File: src/rtl/instr_mem_loader_if.sv
// rtl/instr_mem_loader_if.sv - byte stream in and instruction-memory write port out of the loader.
interface instr_mem_loader_if;
   logic [7:0]  in_data;
   logic        in_valid;
   logic        in_ready;
   logic        imem_we;
   logic [31:0] imem_waddr;
   logic [31:0] imem_wdata;

   modport master (
      output in_data, in_valid,
      input  in_ready, imem_we, imem_waddr, imem_wdata
   );

   modport slave (
      input  in_data, in_valid,
      output in_ready, imem_we, imem_waddr, imem_wdata
   );
endinterface

File: src/rtl/instr_mem_loader.sv
// rtl/instr_mem_loader.sv - loads a length-prefixed little-endian byte frame into instruction memory.
// Defining ILOADER_CHECKSUM_EN adds a trailing XOR checksum byte checked in state CSUM.
module instr_mem_loader #(
   parameter int          IMEM_SIZE = 1024,
   parameter logic [31:0] BASE_ADDR = 32'h0000_0000
) (
   input  logic                clk,
   input  logic                rst_n,
   input  logic                load_start,
   instr_mem_loader_if.slave   bus,
   output logic                cpu_hold,
   output logic                load_done,
   output logic                load_error
);
   localparam int CW = $clog2(IMEM_SIZE + 1);

   typedef enum logic [2:0] {
      S_IDLE = 3'd0,
      S_LEN  = 3'd1,
      S_DATA = 3'd2,
      S_DONE = 3'd3,
      S_ERR  = 3'd4
`ifdef ILOADER_CHECKSUM_EN
      , S_CSUM = 3'd5
`endif
   } state_t;

`ifdef ILOADER_CHECKSUM_EN
   localparam state_t S_TAIL = S_CSUM;
`else
   localparam state_t S_TAIL = S_DONE;
`endif

   state_t        state_q, state_d;
   logic [1:0]    byte_idx_q, byte_idx_d;
   logic [23:0]   asm_q, asm_d;
   logic [CW-1:0] len_q, len_d;
   logic [CW-1:0] cnt_q, cnt_d;
   logic          we_q, we_d;
   logic [31:0]   waddr_q, waddr_d;
   logic [31:0]   wdata_q, wdata_d;
`ifdef ILOADER_CHECKSUM_EN
   logic [7:0]    csum_q, csum_d;
`endif

   logic          in_ready_c;
   logic          accept;
   logic          last_byte;
   logic [31:0]   word;
   logic [CW-1:0] cnt_next;

   always_ff @(posedge clk or negedge rst_n) begin
      if (!rst_n) begin
         state_q    <= S_IDLE;
         byte_idx_q <= '0;
         asm_q      <= '0;
         len_q      <= '0;
         cnt_q      <= '0;
         we_q       <= 1'b0;
         waddr_q    <= '0;
         wdata_q    <= '0;
`ifdef ILOADER_CHECKSUM_EN
         csum_q     <= '0;
`endif
      end else begin
         state_q    <= state_d;
         byte_idx_q <= byte_idx_d;
         asm_q      <= asm_d;
         len_q      <= len_d;
         cnt_q      <= cnt_d;
         we_q       <= we_d;
         waddr_q    <= waddr_d;
         wdata_q    <= wdata_d;
`ifdef ILOADER_CHECKSUM_EN
         csum_q     <= csum_d;
`endif
      end
   end

   always_comb begin
      state_d    = state_q;
      byte_idx_d = byte_idx_q;
      asm_d      = asm_q;
      len_d      = len_q;
      cnt_d      = cnt_q;
      we_d       = 1'b0;
      waddr_d    = waddr_q;
      wdata_d    = wdata_q;
`ifdef ILOADER_CHECKSUM_EN
      csum_d     = csum_q;
      in_ready_c = (state_q == S_LEN) || (state_q == S_DATA) || (state_q == S_CSUM);
`else
      in_ready_c = (state_q == S_LEN) || (state_q == S_DATA);
`endif
      accept    = bus.in_valid && in_ready_c;
      last_byte = (byte_idx_q == 2'd3);
      // Bytes enter at the top and shift down, so the first byte ends up in bits [7:0].
      word      = {bus.in_data, asm_q};
      cnt_next  = cnt_q + CW'(1);

      if (accept) begin
         byte_idx_d = byte_idx_q + 2'd1;
         asm_d      = {bus.in_data, asm_q[23:8]};
      end

      case (state_q)
         S_IDLE, S_DONE, S_ERR: begin
            if (load_start) begin
               state_d    = S_LEN;
               byte_idx_d = '0;
               len_d      = '0;
               cnt_d      = '0;
`ifdef ILOADER_CHECKSUM_EN
               csum_d     = '0;
`endif
            end
         end
         S_LEN: begin
            if (accept && last_byte) begin
               if (word == 32'd0) begin
                  state_d = S_TAIL;
               end else if (word > 32'(IMEM_SIZE)) begin
                  state_d = S_ERR;
               end else begin
                  len_d   = word[CW-1:0];
                  state_d = S_DATA;
               end
            end
         end
         S_DATA: begin
            if (accept) begin
`ifdef ILOADER_CHECKSUM_EN
               csum_d = csum_q ^ bus.in_data;
`endif
               if (last_byte) begin
                  we_d    = 1'b1;
                  wdata_d = word;
                  waddr_d = BASE_ADDR + (32'(cnt_q) << 2);
                  cnt_d   = cnt_next;
                  if (cnt_next == len_q) state_d = S_TAIL;
               end
            end
         end
`ifdef ILOADER_CHECKSUM_EN
         S_CSUM: begin
            if (accept) state_d = (bus.in_data == csum_q) ? S_DONE : S_ERR;
         end
`endif
         default: state_d = S_IDLE;
      endcase
   end

   assign bus.in_ready   = in_ready_c;
   assign bus.imem_we    = we_q;
   assign bus.imem_waddr = waddr_q;
   assign bus.imem_wdata = wdata_q;
   assign cpu_hold       = in_ready_c || (state_q == S_ERR);
   assign load_done      = (state_q == S_DONE);
   assign load_error     = (state_q == S_ERR);
endmodule

File: src/flat_wrapper.sv
// flat-port wrapper written by rule: the top's interface ports become plain ports
module instr_mem_loader_flat 
#(
   parameter int          IMEM_SIZE = 1024,
   parameter logic [31:0] BASE_ADDR = 32'h0000_0000
)
  (clk, rst_n, load_start, cpu_hold, load_done, load_error, bus_in_data, bus_in_valid, bus_in_ready, bus_imem_we, bus_imem_waddr, bus_imem_wdata);
  instr_mem_loader_if bus_i ();
  input  logic clk;
  input  logic rst_n;
  input  logic load_start;
  output logic cpu_hold;
  output logic load_done;
  output logic load_error;
  input wire logic [$bits(bus_i.in_data)-1:0] bus_in_data;
  input wire logic [$bits(bus_i.in_valid)-1:0] bus_in_valid;
  output wire logic [$bits(bus_i.in_ready)-1:0] bus_in_ready;
  output wire logic [$bits(bus_i.imem_we)-1:0] bus_imem_we;
  output wire logic [$bits(bus_i.imem_waddr)-1:0] bus_imem_waddr;
  output wire logic [$bits(bus_i.imem_wdata)-1:0] bus_imem_wdata;
  assign bus_i.in_data = bus_in_data;
  assign bus_i.in_valid = bus_in_valid;
  assign bus_in_ready = bus_i.in_ready;
  assign bus_imem_we = bus_i.imem_we;
  assign bus_imem_waddr = bus_i.imem_waddr;
  assign bus_imem_wdata = bus_i.imem_wdata;
  instr_mem_loader #(.IMEM_SIZE(IMEM_SIZE), .BASE_ADDR(BASE_ADDR)) u_core (.clk(clk), .rst_n(rst_n), .load_start(load_start), .bus(bus_i), .cpu_hold(cpu_hold), .load_done(load_done), .load_error(load_error));
endmodule
File: config.mk
export PLATFORM = sky130hd
export DESIGN_NAME = instr_mem_loader_flat
export DESIGN_NICKNAME = d
export VERILOG_FILES = /design/src/rtl/instr_mem_loader_if.sv /design/src/rtl/instr_mem_loader.sv /design/src/flat_wrapper.sv
export SDC_FILE = /design/constraint.sdc
export NUM_CORES = 1
export LEC_CHECK = 0
export BUFFER_PORTS_ARGS = -buffer_cell sky130_fd_sc_hd__buf_2
export CELL_PAD_IN_SITES_DETAIL_PLACEMENT = 0
export CELL_PAD_IN_SITES_GLOBAL_PLACEMENT = 1
export CORE_MARGIN = 1
export CORE_UTILIZATION = 46
export CTS_CLUSTER_SIZE = 10
export DETAILED_ROUTE_END_ITERATION = 8
export PLACE_DENSITY_LB_ADDON = 0.1
export SYNTH_ARGS = -nofsm -noshare
export SYNTH_HDL_FRONTEND = slang
export SYNTH_SLANG_ARGS = --single-unit
File: constraint.sdc
create_clock -name clk -period 2.9 [get_ports clk]
set_input_delay 0 -clock clk [delete_from_list [all_inputs] [get_ports clk]]
set_output_delay 0 -clock clk [all_outputs]
set_load 0.03 [all_outputs]
## Word level (Yosys, flattened, before mapping)

Cells that the tools add are included.
Widths: inputs -> output; s select.

| storage, ports and cells | value |
|---|---|
| register bits after elaboration | 95 |
| output and inout port bits | 69 |
| bits of input ports | 12 |
| logic and storage cells | 59 |

| operators by class | value |
|---|---|
| equality and inequality tests | 13 |
| $lt $le $gt $ge | 1 |
| add/sub/neg operators | 2 |
| multiplexer cells | 22 |
| reduce and logical (&&, ||, !) cells | 13 |

Operator list:

| kind | count |
|---|---|
| $mux 11 | 6 |
| $pmux 11 s2 | 2 |
| $gt 32x11->1 const B | 1 |
| $logic_not 32->1 | 1 |
| $mux 3 | 7 |
| $add 11x1->11 const B | 1 |
| $eq 11x11->1 | 1 |
| $ne 2x2->1 const B | 5 |
| $reduce_and 5->1 | 2 |
| $pmux 3 s3 | 1 |
| $eq 3x2->1 const B | 2 |
| $mux 2 | 3 |
| $ne 2x1->1 const B | 2 |
| $reduce_and 4->1 | 1 |
| $reduce_bool 2->1 | 2 |
| $eq 3x1->1 const B | 1 |
| $eq 3x3->1 const B | 1 |
| $logic_not 3->1 | 1 |
| $mux 1 | 3 |
| $reduce_and 3->1 | 1 |
| $reduce_or 3->1 | 1 |
| $add 2x1->2 const B | 1 |
| $eq 2x2->1 const B | 1 |
| $logic_and 1x1->1 | 2 |
| $logic_or 1x1->1 | 2 |

## Longest topological paths before layout

| logic depth | value |
|---|---|
| depth in word-level cells | 6 |
| gate-level depth with buffers | 9 |
| gate-level depth less buffers | 7 |

## Worst setup path before layout

OpenSTA, ideal clock, no wires.

| timing path | value |
|---|---|
| path kind | reg2reg |
| from | reg u_core.state_q[1] |
| to | reg u_core.asm_q[15] |
| required time | 2.775 ns |
| cell stages (with the launch flop) | 7 |
| slack | 0.745 ns |
| clock period less this slack | 2.155 ns |
| path buffers | 2 |
| arrival time | 2.030 ns |
| setup time | 0.125 ns |
| cell sequence | dfrtp_1 buf_2 xnor2_1 nor2_1 nand2_1 clkbuf_1 mux2_2 |

| between the ends | value |
|---|---|
| word-level cells in the longest chain between the ends | 3 |
| elaborated cells between the ends (all ways) | 4 |
| classes of those cells | 2 x eq/ne; 2 x reduce/logical |

Ends and longest elaborated chain:

| what | line | RTL |
|---|---|---|
| start: declaration | instr_mem_loader.sv:34 | `state_t state_q, state_d;` |
| start signal: assignment | instr_mem_loader.sv:66 | `state_q <= state_d;` |
| $eq 3x1->1 / $eq 3x2->1 (equally long branches) | instr_mem_loader.sv:93 | `in_ready_c = (state_q == S_LEN) \|\| (state_q == S_DATA);` |
| $logic_or 1x1->1 (*) | instr_mem_loader.sv:93 |  |
| net bus_in_ready | flat_wrapper.sv:17 | `output wire logic [$bits(bus_i.in_ready)-1:0] bus_in_ready;` |
| $logic_and 1x1->1 (*) | instr_mem_loader.sv:95 | `accept = bus.in_valid && in_ready_c;` |
| end signal: assignment | instr_mem_loader.sv:68 | `asm_q <= asm_d;` |
| end: declaration | instr_mem_loader.sv:36 | `logic [23:0] asm_q, asm_d;` |

The timed path passes the listed nets; every way through them passes the cells marked *.
A chain may end at the register's enable or synchronous reset.

## Final worst setup path

| timing path | value |
|---|---|
| from | reg u_core.cnt_q[0] |
| to | reg u_core.state_q[0] |

| between the ends | value |
|---|---|
| word-level cells in the longest chain between the ends | 4 |

Ends and longest elaborated chain:

| what | line | RTL |
|---|---|---|
| start: declaration | instr_mem_loader.sv:38 | `logic [CW-1:0] cnt_q, cnt_d;` |
| start signal: assignment | instr_mem_loader.sv:70 | `cnt_q <= cnt_d;` |
| $add 11x1->11 | instr_mem_loader.sv:99 | `cnt_next = cnt_q + CW'(1);` |
| $eq 11x11->1 | instr_mem_loader.sv:140 | `if (cnt_next == len_q) state_d = S_TAIL;` |
| $ne 2x2->1 (no line) | - |  |
| $reduce_and 5->1 (no line) | - |  |

Every way passes these cells.

==> impl_metrics.toml <==
[status]
status = "finished clean"

[logic_synthesis]
synth.yosys.seq_area_share = 0.5304
ys.warnings.count = 0
synth_top_flop_cell = "dfrtp_1"
synth-async-reset-ratio = 1.000
synth_edf_count = 0
avgSynthCellArea_um2 = 9.455
synth_area_um2 = 4482
syn-instance-count = 474
synth.distinct_cells = 50
synth_seq_cells = 95

[route]
drt_iter0_markers = 124
finalWirelength_mm = 9.740
ant_nets = 0
routedWlPerCell_um = 14.47
drc = 0
viasPerCell = 4.978
num_vias = 3350
drtPass1Iterations = 4

[worst_setup_path]
crit_arrival_ps = 2500
cp-end-kind = "flop"
worstSetupStartpointType = "flop"
cp_max_fo = 7
critPathKind = "reg2reg"
cp.required_ps = 3200

[grt]
track_usage = 0.2107
first_global_vias = 3340
grt_pass1_wl_mm = 16.53
grt_max_degree = 68
grt-ovfl-total = 0
antenna_found_initial = 0

[timing]
final-hold-violation-count = 0
hold_ws_ps = 265.9
rsz0062_at_grt = "no"
min_period_ps = 2202
period_share = 0.7593
fin_setup_tns_ps = 0
max_slew_margin = 0.4430
worst_slack_ps = 697.9
report.final.slew_viol_count = 0
fmax_ghz = 0.4541
worst_slew_pin_slew_ps = 835.5
setup-violations-final = 0
skew_ps = 14.99

[pwr]
power_density_nw_per_um2 = 737.7
pwr-share-comb = 0.264
peakVddDrop_uv = 427.3
p_switching_w = 0.001296
swShare = 0.3426
leakage_nw = 2.704
p_int_w = 0.002486
clkPwrFrac = 0.241
p_total_w = 0.003782
p_seq_frac = 0.495

[job]
cap_violations = 0

[cts]
hold_buffers = 11
worstSkewPairLatency_ps = 370
cts_tree = "yes"
post_cts_buffers = 0
cts.sinks = 95
h-tree-depth = 3
ctsLongestPathBuffers = 2
cts_root_buf = "clkbuf_8"
cts_resized = 0
numCtsBuffers = 9
clk_pin_slew_ps = 100

[floorplan]
die_area_um2 = 10140
io_pins = 81
start_util = 0.4805
die_w_um = 100.7
num_rows = 35
die_h_um = 100.7
coreArea_um2 = 9328

[placement]
dp_hpwl_mm = 6.631
io_buffers = 59
dp_slack_ps = 736.7
gp_congestion = 0.8915

[layout]
synthToLayoutAreaGrowth_pct = 14.38
antenna-diode-count = 0
fin_nets = 553
num-fill-cells = 898
final_layout_size_suffix_gt1_frac = 0.2077

[hold_path]
hp-class = "in2async"
## cells in the mapped netlist, types with 2 or more instances
cell type,instances,area share
nand2_1,154,0.13
o21ai_0,12,0.013
buf_4,21,0.035
a211oi_1,2,0.0033
mux2i_1,11,0.025
xnor2_1,10,0.020
o2111ai_1,2,0.0039
o31ai_1,5,0.0084
xor2_1,5,0.0098
or4_1,2,0.0033
o21ai_1,13,0.015
dfrtp_1,95,0.53
nand4_1,2,0.0028
inv_1,17,0.014
a21oi_1,8,0.0089
clkbuf_1,14,0.012
a31oi_1,2,0.0028
nor3_1,2,0.0022
nand3_1,7,0.0078
nor2b_1,3,0.0042
or3_1,2,0.0028
nand2b_1,2,0.0028
nor2_1,18,0.015
nor4_1,8,0.011
nor3b_1,2,0.0033
ha_1,2,0.0056
mux2_2,24,0.060
buf_2,7,0.0078
## metrics by stage
step                area (µm²)    util  instances
finish                    5126  0.5496        673
detailed placement        4811  0.5158        646
global placement          4811  0.5158        646
floorplan                 4557       -        494
CTS                       5126  0.5496        673
global route              5126  0.5496        673
## metal layers
layer	track usage	share of wire	up-vias
met2	0.3483	0.49	71
met5	0	0	-
met3	0.03606	0.033	8
met4	0.07023	0.013	0
li1	-	-	1647
met1	0.2828	0.46	1624
## power by group through the flow
stage | clock (W) | sequential (W) | combinational, W
2_1_floorplan | 0 | 0.00178 | 0.000855
3_3_place_gp | 0 | 0.00189 | 0.000982
3_5_place_dp | 0 | 0.00190 | 0.000997
4_1_cts | 0.000930 | 0.00187 | 0.00101
5_1_grt | 0.000983 | 0.00191 | 0.00112
6_report | 0.000911 | 0.00187 | 0.000999
## layout by cell type, fill, tap and decap left out, types with 12 or more instances in the layout
master / count
o21ai_1: 13
mux2_2: 24
o21ai_0: 12
dfrtp_1: 95
buf_2: 58
nor2_1: 18
inv_1: 17
nand2_1: 154
conb_1: 21
## path summary, 6_finish.rpt
check                                     startpoint                         to  slack (ps)  depth (start not counted)
hold reg to reg            u_core.bus.imem_wdata[11]  u_core.bus.imem_wdata[11]         480                          2
max in group asynchronous                      rst_n           u_core.asm_q[14]        1860                          3
min in group clk                          load_start          u_core.state_q[2]         380                          3
hold / removal                                 rst_n   u_core.bus.imem_waddr[6]         270                          2
setup / recovery                     u_core.cnt_q[0]          u_core.state_q[0]         700                          7
setup reg to reg                     u_core.cnt_q[0]          u_core.state_q[0]         700                          7
## state kept, by name, summed over array words and instances, names as in the netlist
| name | cells |
|---|---|
| u_core.cnt_q | 11 |
| u_core.bus.imem_we | 1 |
| u_core.byte_idx_q | 2 |
| u_core.len_q | 11 |
| u_core.state_q | 3 |
| u_core.asm_q | 24 |
| u_core.bus.imem_waddr | 11 |
| u_core.bus.imem_wdata | 32 |
## logic make-up after synthesis
logic type	Yosys count	share of synthesized area
simple gates	209	0.1979
fa+ha+maj	2	0.005583
xor+xnor	15	0.02931
buf+inv	62	0.07454
compound gates	55	0.07650
flops	95	0.5304
other cells	1	0.0008367
mux	35	0.08487
## critical path: stages (launching register included)
cell	delay, ps
dfrtp_1	470
ha_1	290
and4_1	290
nand2_1	80
or3_1	370
a211oi_1	190
nor4b_1	240
o32a_1	190
## final cells by class
cell class                 instances  area [µm²]  area share
tap                              129       161.4     0.03149
timing repair buffer              78       467.9     0.09129
clock buffer                      10       137.6     0.02685
clock inverter                     6       67.56     0.01318
sequential                        95        2377      0.4638
multi-input combinational        337        1847      0.3603
inverter                          18       67.56     0.01318
No activity file was read; power rests on OpenSTA's default activity.
